File: src/rtl/wb_bypass_pipe_pkg.sv
// rtl/wb_bypass_pipe_pkg.sv - shared pipeline widths, zero-register constant and WB slot type
package wb_bypass_pipe_pkg;

    localparam int PKG_DATA_W = 32;
    localparam int PKG_ADDR_W = 5;

    localparam logic [PKG_ADDR_W-1:0] ZERO_REG = '0;

    typedef struct packed {
        logic                  valid;
        logic                  wen;
        logic [PKG_ADDR_W-1:0] waddr;
        logic                  is_load;
        logic [PKG_DATA_W-1:0] alu;
    } wb_slot_t;

    localparam wb_slot_t WB_BUBBLE = '0;

endpackage

File: src/rtl/wb_bypass_pipe_if.sv
// rtl/wb_bypass_pipe_if.sv - MEM-side inputs and MEM/WB/BUF forwarding tiers
interface wb_bypass_pipe_if #(
    parameter int DATA_W = 32,
    parameter int ADDR_W = 5,
    parameter int CNT_W  = 32
);
    logic              mem_valid;
    logic              mem_rf_wen;
    logic [ADDR_W-1:0] mem_rf_waddr;
    logic              mem_is_load;
    logic [DATA_W-1:0] mem_alu_result;
    logic [DATA_W-1:0] dmem_rdata;
    logic              stall_i;
    logic              flush_i;

    logic              rf_wen_MEM;
    logic [ADDR_W-1:0] rf_waddr_MEM;
    logic [DATA_W-1:0] fwd_data_MEM;
    logic              rf_wen_WB;
    logic [ADDR_W-1:0] rf_waddr_WB;
    logic [DATA_W-1:0] fwd_data_WB;
    logic              rf_wen_BUF;
    logic [ADDR_W-1:0] rf_waddr_BUF;
    logic [DATA_W-1:0] fwd_data_BUF;
    logic              load_pending_MEM;
    logic [CNT_W-1:0]  retired_cnt;

    modport slave (
        input  mem_valid, mem_rf_wen, mem_rf_waddr, mem_is_load, mem_alu_result,
               dmem_rdata, stall_i, flush_i,
        output rf_wen_MEM, rf_waddr_MEM, fwd_data_MEM,
               rf_wen_WB, rf_waddr_WB, fwd_data_WB,
               rf_wen_BUF, rf_waddr_BUF, fwd_data_BUF,
               load_pending_MEM, retired_cnt
    );

    modport master (
        output mem_valid, mem_rf_wen, mem_rf_waddr, mem_is_load, mem_alu_result,
               dmem_rdata, stall_i, flush_i,
        input  rf_wen_MEM, rf_waddr_MEM, fwd_data_MEM,
               rf_wen_WB, rf_waddr_WB, fwd_data_WB,
               rf_wen_BUF, rf_waddr_BUF, fwd_data_BUF,
               load_pending_MEM, retired_cnt
    );

endinterface

File: src/rtl/wb_bypass_pipe_wb_stage_reg.sv
// rtl/wb_bypass_pipe_wb_stage_reg.sv - stall/flush-aware pipeline slot register
module wb_stage_reg
    import wb_bypass_pipe_pkg::*;
(
    input  logic     clk,
    input  logic     rst_n,
    input  logic     i_stall,
    input  logic     i_flush,
    input  wb_slot_t i_slot,
    output wb_slot_t o_slot
);

    wb_slot_t r_slot;
    logic     w_advance;

    // Flush beats stall: the killed slot must leave as a bubble even while the pipe is held.
    assign w_advance = ~i_stall | i_flush;

    always_ff @(posedge clk or negedge rst_n) begin
        if (!rst_n) begin
            r_slot <= WB_BUBBLE;
        end else if (w_advance) begin
            r_slot <= i_flush ? WB_BUBBLE : i_slot;
        end
    end

    assign o_slot = r_slot;

endmodule

File: src/rtl/wb_bypass_pipe.sv
// rtl/wb_bypass_pipe.sv - WB/BUF registers, RF write port and forwarding-safe MEM/WB/BUF tiers
module wb_bypass_pipe
    import wb_bypass_pipe_pkg::*;
#(
    parameter int DATA_W = PKG_DATA_W,
    parameter int ADDR_W = PKG_ADDR_W,
    parameter int CNT_W  = 32
) (
    input  logic             clk,
    input  logic             rst_n,
    wb_bypass_pipe_if.slave  bus
);

    logic              w_mem_ok;
    logic              w_advance;
    wb_slot_t          w_mem_slot;
    wb_slot_t          w_wb_slot;
    logic [DATA_W-1:0] w_wb_data;

    logic              r_buf_wen;
    logic [ADDR_W-1:0] r_buf_waddr;
    logic [DATA_W-1:0] r_buf_data;
    logic [CNT_W-1:0]  r_retired_cnt;

    assign w_mem_ok  = bus.mem_valid & bus.mem_rf_wen
                     & (bus.mem_rf_waddr != ZERO_REG) & ~bus.flush_i;
    assign w_advance = ~bus.stall_i | bus.flush_i;

    // Load data is not available until WB, so loads never publish on the MEM tier.
    assign bus.rf_wen_MEM       = w_mem_ok & ~bus.mem_is_load;
    assign bus.rf_waddr_MEM     = bus.mem_rf_waddr;
    assign bus.fwd_data_MEM     = bus.mem_alu_result;
    assign bus.load_pending_MEM = w_mem_ok & bus.mem_is_load;

    assign w_mem_slot.valid   = bus.mem_valid;
    assign w_mem_slot.wen     = w_mem_ok;
    assign w_mem_slot.waddr   = bus.mem_rf_waddr;
    assign w_mem_slot.is_load = bus.mem_is_load;
    assign w_mem_slot.alu     = bus.mem_alu_result;

    wb_stage_reg u_wb_stage (
        .clk     (clk),
        .rst_n   (rst_n),
        .i_stall (bus.stall_i),
        .i_flush (bus.flush_i),
        .i_slot  (w_mem_slot),
        .o_slot  (w_wb_slot)
    );

    assign w_wb_data       = w_wb_slot.is_load ? bus.dmem_rdata : w_wb_slot.alu;
    assign bus.rf_wen_WB   = w_wb_slot.wen;
    assign bus.rf_waddr_WB = w_wb_slot.waddr;
    assign bus.fwd_data_WB = w_wb_data;

    // BUF bridges the RF write-then-read gap for one advancing cycle.
    always_ff @(posedge clk or negedge rst_n) begin
        if (!rst_n) begin
            r_buf_wen   <= 1'b0;
            r_buf_waddr <= '0;
            r_buf_data  <= '0;
        end else if (w_advance) begin
            r_buf_wen   <= w_wb_slot.wen;
            r_buf_waddr <= w_wb_slot.waddr;
            r_buf_data  <= w_wb_data;
        end
    end

    always_ff @(posedge clk or negedge rst_n) begin
        if (!rst_n) begin
            r_retired_cnt <= '0;
        end else if (w_advance && w_wb_slot.valid) begin
            r_retired_cnt <= r_retired_cnt + CNT_W'(1);
        end
    end

    assign bus.rf_wen_BUF   = r_buf_wen;
    assign bus.rf_waddr_BUF = r_buf_waddr;
    assign bus.fwd_data_BUF = r_buf_data;
    assign bus.retired_cnt  = r_retired_cnt;

endmodule

File: src/flat_wrapper.sv
// flat-port wrapper written by rule: the top's interface ports become plain ports
module wb_bypass_pipe_flat import wb_bypass_pipe_pkg::*;
#(
    parameter int DATA_W = PKG_DATA_W,
    parameter int ADDR_W = PKG_ADDR_W,
    parameter int CNT_W  = 32
)
  (clk, rst_n, bus_mem_valid, bus_mem_rf_wen, bus_mem_rf_waddr, bus_mem_is_load, bus_mem_alu_result, bus_dmem_rdata, bus_stall_i, bus_flush_i, bus_rf_wen_MEM, bus_rf_waddr_MEM, bus_fwd_data_MEM, bus_rf_wen_WB, bus_rf_waddr_WB, bus_fwd_data_WB, bus_rf_wen_BUF, bus_rf_waddr_BUF, bus_fwd_data_BUF, bus_load_pending_MEM, bus_retired_cnt);
  wb_bypass_pipe_if #(.DATA_W(DATA_W), .ADDR_W(ADDR_W), .CNT_W(CNT_W)) bus_i ();
  input  logic clk;
  input  logic rst_n;
  input wire logic [$bits(bus_i.mem_valid)-1:0] bus_mem_valid;
  input wire logic [$bits(bus_i.mem_rf_wen)-1:0] bus_mem_rf_wen;
  input wire logic [$bits(bus_i.mem_rf_waddr)-1:0] bus_mem_rf_waddr;
  input wire logic [$bits(bus_i.mem_is_load)-1:0] bus_mem_is_load;
  input wire logic [$bits(bus_i.mem_alu_result)-1:0] bus_mem_alu_result;
  input wire logic [$bits(bus_i.dmem_rdata)-1:0] bus_dmem_rdata;
  input wire logic [$bits(bus_i.stall_i)-1:0] bus_stall_i;
  input wire logic [$bits(bus_i.flush_i)-1:0] bus_flush_i;
  output wire logic [$bits(bus_i.rf_wen_MEM)-1:0] bus_rf_wen_MEM;
  output wire logic [$bits(bus_i.rf_waddr_MEM)-1:0] bus_rf_waddr_MEM;
  output wire logic [$bits(bus_i.fwd_data_MEM)-1:0] bus_fwd_data_MEM;
  output wire logic [$bits(bus_i.rf_wen_WB)-1:0] bus_rf_wen_WB;
  output wire logic [$bits(bus_i.rf_waddr_WB)-1:0] bus_rf_waddr_WB;
  output wire logic [$bits(bus_i.fwd_data_WB)-1:0] bus_fwd_data_WB;
  output wire logic [$bits(bus_i.rf_wen_BUF)-1:0] bus_rf_wen_BUF;
  output wire logic [$bits(bus_i.rf_waddr_BUF)-1:0] bus_rf_waddr_BUF;
  output wire logic [$bits(bus_i.fwd_data_BUF)-1:0] bus_fwd_data_BUF;
  output wire logic [$bits(bus_i.load_pending_MEM)-1:0] bus_load_pending_MEM;
  output wire logic [$bits(bus_i.retired_cnt)-1:0] bus_retired_cnt;
  assign bus_i.mem_valid = bus_mem_valid;
  assign bus_i.mem_rf_wen = bus_mem_rf_wen;
  assign bus_i.mem_rf_waddr = bus_mem_rf_waddr;
  assign bus_i.mem_is_load = bus_mem_is_load;
  assign bus_i.mem_alu_result = bus_mem_alu_result;
  assign bus_i.dmem_rdata = bus_dmem_rdata;
  assign bus_i.stall_i = bus_stall_i;
  assign bus_i.flush_i = bus_flush_i;
  assign bus_rf_wen_MEM = bus_i.rf_wen_MEM;
  assign bus_rf_waddr_MEM = bus_i.rf_waddr_MEM;
  assign bus_fwd_data_MEM = bus_i.fwd_data_MEM;
  assign bus_rf_wen_WB = bus_i.rf_wen_WB;
  assign bus_rf_waddr_WB = bus_i.rf_waddr_WB;
  assign bus_fwd_data_WB = bus_i.fwd_data_WB;
  assign bus_rf_wen_BUF = bus_i.rf_wen_BUF;
  assign bus_rf_waddr_BUF = bus_i.rf_waddr_BUF;
  assign bus_fwd_data_BUF = bus_i.fwd_data_BUF;
  assign bus_load_pending_MEM = bus_i.load_pending_MEM;
  assign bus_retired_cnt = bus_i.retired_cnt;
  wb_bypass_pipe #(.DATA_W(DATA_W), .ADDR_W(ADDR_W), .CNT_W(CNT_W)) u_core (.clk(clk), .rst_n(rst_n), .bus(bus_i));
endmodule
File: config.mk
export PLATFORM = sky130hd
export DESIGN_NAME = wb_bypass_pipe_flat
export DESIGN_NICKNAME = d
export VERILOG_FILES = /design/src/rtl/wb_bypass_pipe_pkg.sv /design/src/rtl/wb_bypass_pipe_if.sv /design/src/rtl/wb_bypass_pipe_wb_stage_reg.sv /design/src/rtl/wb_bypass_pipe.sv /design/src/flat_wrapper.sv
export SDC_FILE = /design/constraint.sdc
export NUM_CORES = 1
export LEC_CHECK = 0
export BUFFER_PORTS_ARGS = -buffer_cell sky130_fd_sc_hd__buf_2
export CORE_UTILIZATION = 48
export CTS_CLUSTER_SIZE = 20
export DETAILED_ROUTE_END_ITERATION = 7
export GPL_ROUTABILITY_DRIVEN = 0
export PLACE_DENSITY = 0.8
export SLEW_MARGIN = 15
export SYNTH_ARGS = -nofsm -noshare
export SYNTH_HDL_FRONTEND = slang
export SYNTH_SLANG_ARGS = --single-unit
File: constraint.sdc
create_clock -name clk -period 1.9 [get_ports clk]
set_clock_uncertainty 0.1 [all_clocks]
set_input_delay 0.38 -clock clk [delete_from_list [all_inputs] [get_ports clk]]
set_output_delay 0.38 -clock clk [all_outputs]
set_load 0.1 [all_outputs]
==> results by stage, run 1 <==
Logic synthesis:
- The cell area that synthesis handed to floorplanning was 5310 µm².
- The post-synthesis net count is 591.
- The share of synthesized area occupied by flip-flops and latches is 0.518.
- The number of synthesis warnings is 0.
- The cell count after synthesis came out at 514.
- The count of flip-flops with a built-in enable after synthesis is 0.
- Counting flops with an async set or reset pin after synthesis yields a share of 1.00.
- The flip-flop cell with the highest count after synthesis is sky130_fd_sc_hd__dfrtp_1.
- The synthesized netlist contains 33 unique library cells.
- Synthesis inferred 110 register bits.
- The mean instance size in the synthesized netlist is 10.3 µm².

GRT:
- The maximum number of pins on one net before global-route repair is 111.
- After global routing the overflow that remains totals 0.
- The initial antenna violation count is 0.
- The number of global-route vias before repair was 4431.
- The global-route wire length before repair is 22100 µm.
- The global-route usage over all layers is 0.249.

Placement:
- The placed wire-length estimate after detailed placement is 10100 µm.
- The post-placement worst setup slack is -0.290 ns.
- The count of port buffers added during placement is 222.

Floorplanning:
- The floorplan step set the die height to 107 µm.
- The floorplan has 38 rows.
- The initial utilization of the core area, before any placement, comes to 0.492.
- The total area inside the core boundary comes to 10800 µm².
- The chip width is 107 µm.
- The die footprint is 11500 µm².
- The top-level I/O count is 223.

STA:
- Headroom to the max-slew limit came out at 0.608.
- Summed over all failing endpoints, the final setup total negative slack is -4.58 ns.
- At the pin with the least slew margin, the transition time is 0.588 ns.
- The time the worst path needs with I/O delays and setup is 2.05 ns.
- Once routing completed, OpenROAD measured the worst setup slack at -0.154 ns.
- The number of failing hold endpoints at the final stage is 11.
- The number of pins exceeding their max-slew limit in the final report is 0.
- Of the available clock period, the critical path in the final layout requires 1.08.
- Setup repair after global routing could not meet its margin everywhere.
- The count of endpoints failing setup in the final report is 34.
- The worst-case hold slack is -0.0330 ns.
- Derived from the worst setup path, the maximum achievable clock frequency is 487 MHz.

Worst setup path:
- The endpoint identified for the worst register-to-register timing path is u_core.bus.retired_cnt[28]$_DFFE_PN0P_.
- The kind of capture point of the worst setup path is a primary output.
- Counting cells, the worst reg-to-reg path comes to 5.
- The kind of launch point of the worst setup path is a register.
- The signal on the critical path passes through clkbuf_16 -> mux2_4 -> buf_12.
- Data on the critical path arrives at its endpoint at 1.57 ns.
- The critical path's largest stage delay is 0.48 ns.
- Along the worst path, the maximum fanout reaches 11.
- Setup slack on the worst reg-to-reg path comes out at 0.14 ns.
- The cell with the largest stage delay on the worst path is sky130_fd_sc_hd__dfrtp_2.
- The data required time of the worst path is 1.42 ns.
- The startpoint identified for the worst register-to-register timing path is u_core.bus.retired_cnt[2]$_DFFE_PN0P_.
- The path type of the worst setup path is reg2out.

Status:
- The run finished, with violations left.
- The checks that failed: negative hold slack, negative setup slack.

Power:
- The power density relative to cell area is 980 nW/µm².
- For this design the static power due to leakage is 0.00377 µW.
- The peak supply drop is 0.684 mV.

Final layout:
- The combined area of the multi-input logic cells is 2200 µm².
- The sequential standard cell area is 2810 µm².
- The net count reported at finish is 770.
- The repair_antennas step left the layout with diodes totalling 0.
- The fraction of the core area covered by cells at the end of the flow is 0.667.
- From synthesis to final layout, the design area changed by 35.6%.
- The filler cell count in the final layout is 833.
- Of the cells placed in the final design, the portion with a size suffix greater than 1 is 0.474.

Clocking:
- TritonCTS built the clock tree.
- The later pin in the worst-skew pair is clocked with a latency of 0.37 ns.
- The master cell of the clock root buffer is sky130_fd_sc_hd__clkbuf_8.
- The clock net in this run drives a total of 110 sinks.
- Counting along the longest clock path gives a buffer depth of 2.
- The number of clock buffers added by TritonCTS is 9.
- The clock input transition at the sequential cells of the worst setup and hold paths is 0.11 ns.
- The maximum level of the CTS H-tree is 3.

Detailed routing:
- The first-pass detailed-route iteration total is 5.
- For this run, design rule violations remaining after detail routing come to 0.
- The ratio of routed vias to standard cells is 5.12.
- The average wire length per cell after detail routing is 16.6 µm.
- Summed over all layers, the routed wires come to 13900 µm.
- The total vias in the final route is 4292.
- The number of routed nets with antenna violations is 0.
- The detailed router finished its first iteration with 204 violations.

Worst hold path:
- The worst hold path belongs to the class in2async.

Flow run:
- The reported max-cap violation count is 0.
[state kept, by name, indices dropped and copies added, names as in the netlist]
| register | count |
|---|---|
| u_core.bus.rf_wen_BUF | 1 |
| u_core.bus.retired_cnt | 32 |
| u_core.bus.fwd_data_BUF | 32 |
| u_core.u_wb_stage.o_slot | 40 |
| u_core.bus.rf_waddr_BUF | 5 |
[critical path: cells and delay by family (launching register included)]
kind / cells / cell delay [ns]
buffers and inverters: 2 / 0.38
DFF: 1 / 0.48
muxes: 1 / 0.34
[per-layer routing]
layer / vias up / share of wire / global-route usage
met4: 0 / 0.017 / 0.0871
met3: 15 / 0.048 / 0.0383
met5: - / 0 / 0
li1: 2005 / - / -
met2: 139 / 0.53 / 0.447
met1: 2133 / 0.41 / 0.301
[kinds of logic after synthesis]
logic type,Yosys count,synth area share
flip-flops,110,0.518
AO/OA/AOI/OAI,2,0.00188
multiplexers,72,0.143
adder cells (fa/ha/maj),1,0.00236
buffers and inverters,70,0.0862
AND/OR/NAND/NOR,228,0.197
XOR/XNOR,31,0.0511
[final cells by class]
cell class                      instances  share of cell area
Sequential cell                       110               0.390
Multi-Input combinational cell        334               0.305
Timing Repair Buffer                  236               0.252
Tap cell                              140              0.0243
Clock buffer                            9              0.0172
Clock inverter                          7              0.0101
Inverter                                2             0.00104
[cells in the mapped netlist (all sizes together) (2+ instances only)]
| library cell | instances | area (µm²) |
|---|---|---|
| and2 | 5 | 32.5 |
| and3 | 5 | 33.8 |
| and4 | 6 | 55.1 |
| buf | 58 | 413 |
| clkbuf | 10 | 37.5 |
| dfrtp | 110 | 2750 |
| inv | 2 | 7.51 |
| mux2 | 33 | 372 |
| mux2i | 39 | 390 |
| nand2 | 30 | 113 |
| nand3 | 11 | 60.1 |
| nand4 | 12 | 105 |
| nor2 | 141 | 529 |
| nor3 | 4 | 20.0 |
| nor4 | 9 | 56.3 |
| o21ai | 2 | 10.0 |
| xnor2 | 16 | 140 |
| xor2 | 15 | 131 |
[metrics by stage]
step                hold slack [ns]  total power, µW  area, µm²  cells
floorplan                   -0.0156             4950       5390    514
global placement              0.346             5600       6860    821
detailed placement            0.361             5650       6860    821
CTS                         0.00349             7080       7150    837
global route                0.00377             7310       7200    838
finish                      -0.0330             7060       7200    838
[how the worst max path moves through the flow]
| stage | slack [ns] | endpoint | start |
|---|---|---|---|
| final | -0.15 | bus_fwd_data_WB[9] | u_core.u_wb_stage.o_slot[32]$_DFFE_PN0N_ |
| after global routing | -0.19 | bus_fwd_data_WB[4] | u_core.u_wb_stage.o_slot[32]$_DFFE_PN0N_ |
| after CTS | -0.16 | bus_fwd_data_WB[29] | u_core.u_wb_stage.o_slot[32]$_DFFE_PN0N_ |
| after detailed placement | -0.29 | bus_load_pending_MEM | bus_mem_rf_waddr[0] |
| after global placement | -0.28 | bus_rf_wen_MEM | bus_mem_rf_waddr[0] |
| after floorplan | 0.004 | u_core.bus.retired_cnt[31]$_DFFE_PN0P_ | u_core.bus.retired_cnt[17]$_DFFE_PN0P_ |
[what timing repair did]
action,CTS,global route
hold buffers,0,0
cloned,0,1
endpoints found under the setup margin,34,34
resized for setup,23,7
pin swaps,3,3
setup buffers,0,0
[power breakdown]
group | internal [µW] | switching, µW | leakage (µW)
Sequential | 2540 | 152 | 0.00139
Combinational | 658 | 2280 | 0.00229
Clock | 612 | 811 | 0.0000956
[cells in the final DEF (no fill, tap or decap), drive strengths merged, types with 6 or more instances in the layout]
master,synthesis,layout
buf,58,235
mux2,33,33
xnor2,16,16
and4,6,6
nor4,9,9
nor2,141,141
mux2i,39,39
clkbuf,10,10
xor2,15,15
nand4,12,12
nand2,30,30
dfrtp,110,110
nand3,11,11
No activity file was read; power rests on OpenSTA's default activity.
==> run 2, diff against run 1 <==
- CORE_UTILIZATION: 48 -> 50
- PLACE_DENSITY: 0.8 -> 0.83
- clock period: 1.9 -> 2.6 ns (I/O delays scaled with it)
==> run 2 against run 1 <==
Effect of this change: the run now ends clean; combinational power down 29%; clock power down 35%; non-clock buffer count decreased by 3; hold slack improved by 0.35 ns; cell count shrank 0.95%; power shrank 29%; wire length fell by 6.7%; register-to-register slack gained 0.53 ns; die area fell by 3.9%; critical path depth is 2 higher; largest cell class unchanged; highest routed layer unchanged.
==> results by stage, run 2 (synthesized netlist as in run 1, its figures left out) <==
GRT:
- The first global-routing pass estimated 21400 µm of wire.
- The initial antenna violation count is 0.
- Across every metal layer, demand over resource in global routing totals 0.246.
- Entering global routing, the biggest net connects 53 pins.
- The number of global-route vias before repair is 4342.
- The total overflow left after global routing is 0.

Worst setup path:
- The worst path arrival time is 1.80 ns.
- In this run the critical register-to-register path is captured at u_core.bus.retired_cnt[24]$_DFFE_PN0P_.
- In this run the critical register-to-register path is launched from u_core.bus.retired_cnt[3]$_DFFE_PN0P_.
- STA puts the critical path data required time at 1.98 ns.
- The register-to-register setup slack is 0.67 ns.
- The path type of the worst setup path is in2out.
- The number of cells on the worst reg-to-reg path is 4.
- The worst setup path is launched from an input pin.
- In this run the worst setup path begins at bus_mem_rf_waddr[0].
- The critical path ends at bus_load_pending_MEM.
- STA classifies the critical path endpoint as a primary output.
- The maximum fanout along the worst path is 3.

Clocking:
- The maximum clock insertion buffer count is 2.
- The total clock sinks is 110.
- The count of cells resized by post-cts repair is 0.
- The number of buffers inserted during clock tree synthesis is 9.
- Clock-pin slew was measured on the worst setup and hold paths at 0.11 ns.
- The tree is rooted in a sky130_fd_sc_hd__clkbuf_8.
- The clock tree from TritonCTS is built.
- The worst-skew pair later-pin latency is 0.36 ns.
- The maximum level of the CTS H-tree is 3.

STA:
- In this run the tightest slew margin relative to its limit is 0.655.
- The highest clock rate is 414 MHz.
- The share of the cycle needed by the critical path after routing is 0.929.
- The accumulated negative setup slack is 0 ns.
- The time the worst path needs with I/O delays and setup is 2.42 ns.
- Setup repair after global routing left no endpoint under its margin.
- The number of failing hold endpoints at the final stage is 0.
- The count of endpoints failing setup in the final report is 0.
- At the pin with the least slew margin, the transition time is 0.514 ns.
- The number of pins exceeding their max-slew limit in the final report came to 0.

Final layout:
- The register with the most flip-flops in the layout has 40 of them.
- From synthesis to final layout, the design area changed by 30.5%.
- The most common cell after layout, fill and taps aside is sky130_fd_sc_hd__buf_2.
- At the end of the flow, the number of nets in the layout was 767.
- The library cells used most frequently in the layout, excluding fill and tap cells, are sky130_fd_sc_hd__buf_2, sky130_fd_sc_hd__nor2_1, sky130_fd_sc_hd__dfrtp_1, sky130_fd_sc_hd__mux2i_1, sky130_fd_sc_hd__buf_12.
- At the end of the flow the core is filled with cells to 0.671.
- The layout cell share with drive strength beyond 1 is 0.419.
- The antenna diode instance count is 0.
- The number of standard cells in the final layout excluding fillers is 830.
- The summed area of non-filler cells in the final layout is 6930 µm².

Floorplanning:
- The floorplan step set the die height to 105 µm.
- The total area inside the core boundary comes to 10300 µm².
- The top-level I/O count is 223.
- The die footprint is 11000 µm².
- The effective utilization at floorplan is 0.514.
- The chip width is 105 µm.
- In this run the core area contains 37 standard-cell rows.

Power:
- The peak supply drop is 0.536 mV.
- The static power due to leakage is 0.00374 µW.
- The overall power of the completed layout is 4990 µW.
- Power spread over the standard cell area amounts to 720 nW/µm².

Detailed routing:
- For this run, design rule violations remaining after detail routing come to 0.
- After detailed routing, the average wire length per cell comes to 15.6 µm.
- The total vias in the final route is 4262.
- The first-pass detailed-route iteration total is 4.
- After detailed routing, the number of vias per cell comes to 5.13.
- The overall routed net length is 13000 µm.
- The first routing iteration left 185 violations.
- The number of routed nets with antenna violations is 0.

Placement:
- Detailed placement finished with a half-perimeter wire length of 9810 µm.
- In this run the cell area measured after placement is 6750 µm².
- Counting tap cells, the placed design contains a total of 814 instances.
- The count of port buffers added during placement is 222.

Worst hold path:
- The min-delay analysis places its worst path in the category in2reg.

Status:
- The flow ran to the end, and the final reports show no timing, DRC or antenna violations.

Flow run:
- Max-cap violations in this run came to 0.
-- run 2: stage by stage --
stage | hold WS (ns) | setup slack (ns)
6_report | 0.312 | 0.184
5_1_grt | 0.294 | 0.133
4_1_cts | 0.295 | 0.183
3_5_place_dp | 0.356 | 0.187
3_3_place_gp | 0.348 | 0.190
2_1_floorplan | 0.124 | -0.132
-- run 2: what timing repair did --
action / in CTS / in global routing
hold buffers: 1 / 0
endpoints found under the hold margin: 10 / 0
setup buffers: 0 / 0
-- run 2: layout make-up --
cell class | count | area (µm²)
timing repair buffer | 233 | 1720
inverter | 2 | 7.51
tap | 136 | 170
sequential | 110 | 2750
clock buffer | 9 | 124
fill | 751 | 3390
clock inverter | 6 | 45.0
multi-input combinational | 334 | 2110
-- run 2: power by group --
part           internal [µW]  leakage (µW)  switching [µW]  total [µW]
combinational            452       0.00221            1650        2100
clock                    351     0.0000898             576         928
sequential              1840       0.00144             120        1960
-- run 2: worst min-delay path by stage --
| stage | start | to | slack (ns) | cells after the start |
|---|---|---|---|---|
| after CTS | bus_mem_alu_result[26] | u_core.u_wb_stage.o_slot[26]$_DFFE_PN0N_ | 0.29 | 3 |
| after global placement | u_core.bus.rf_wen_BUF$_DFFE_PN0N_ | u_core.bus.rf_wen_BUF$_DFFE_PN0N_ | 0.35 | 2 |
| after global routing | bus_mem_alu_result[30] | u_core.u_wb_stage.o_slot[30]$_DFFE_PN0N_ | 0.29 | 3 |
| after detailed placement | u_core.bus.rf_waddr_BUF[4]$_DFFE_PN0N_ | u_core.bus.rf_waddr_BUF[4]$_DFFE_PN0N_ | 0.36 | 2 |
| after floorplan | rst_n | u_core.bus.fwd_data_BUF[0]$_DFFE_PN0N_ | 0.12 | 0 |
| final | bus_mem_alu_result[30] | u_core.u_wb_stage.o_slot[30]$_DFFE_PN0N_ | 0.31 | 3 |
-- run 2: per-layer routing --
layer | up-vias | global-route usage | wire (µm)
li1 | 2003 | - | -
met1 | 2078 | 0.290 | 5130
met2 | 169 | 0.445 | 6860
met3 | 12 | 0.0711 | 847
met4 | 0 | 0.0523 | 133
met5 | - | 0 | 0
-- run 2: critical path: stages --
cell and delay, ns:
sky130_fd_sc_hd__buf_2 0.11, sky130_fd_sc_hd__or4_1 0.50, sky130_fd_sc_hd__o21ai_0 0.31, sky130_fd_sc_hd__nor2_1 0.07, sky130_fd_sc_hd__buf_2 0.30
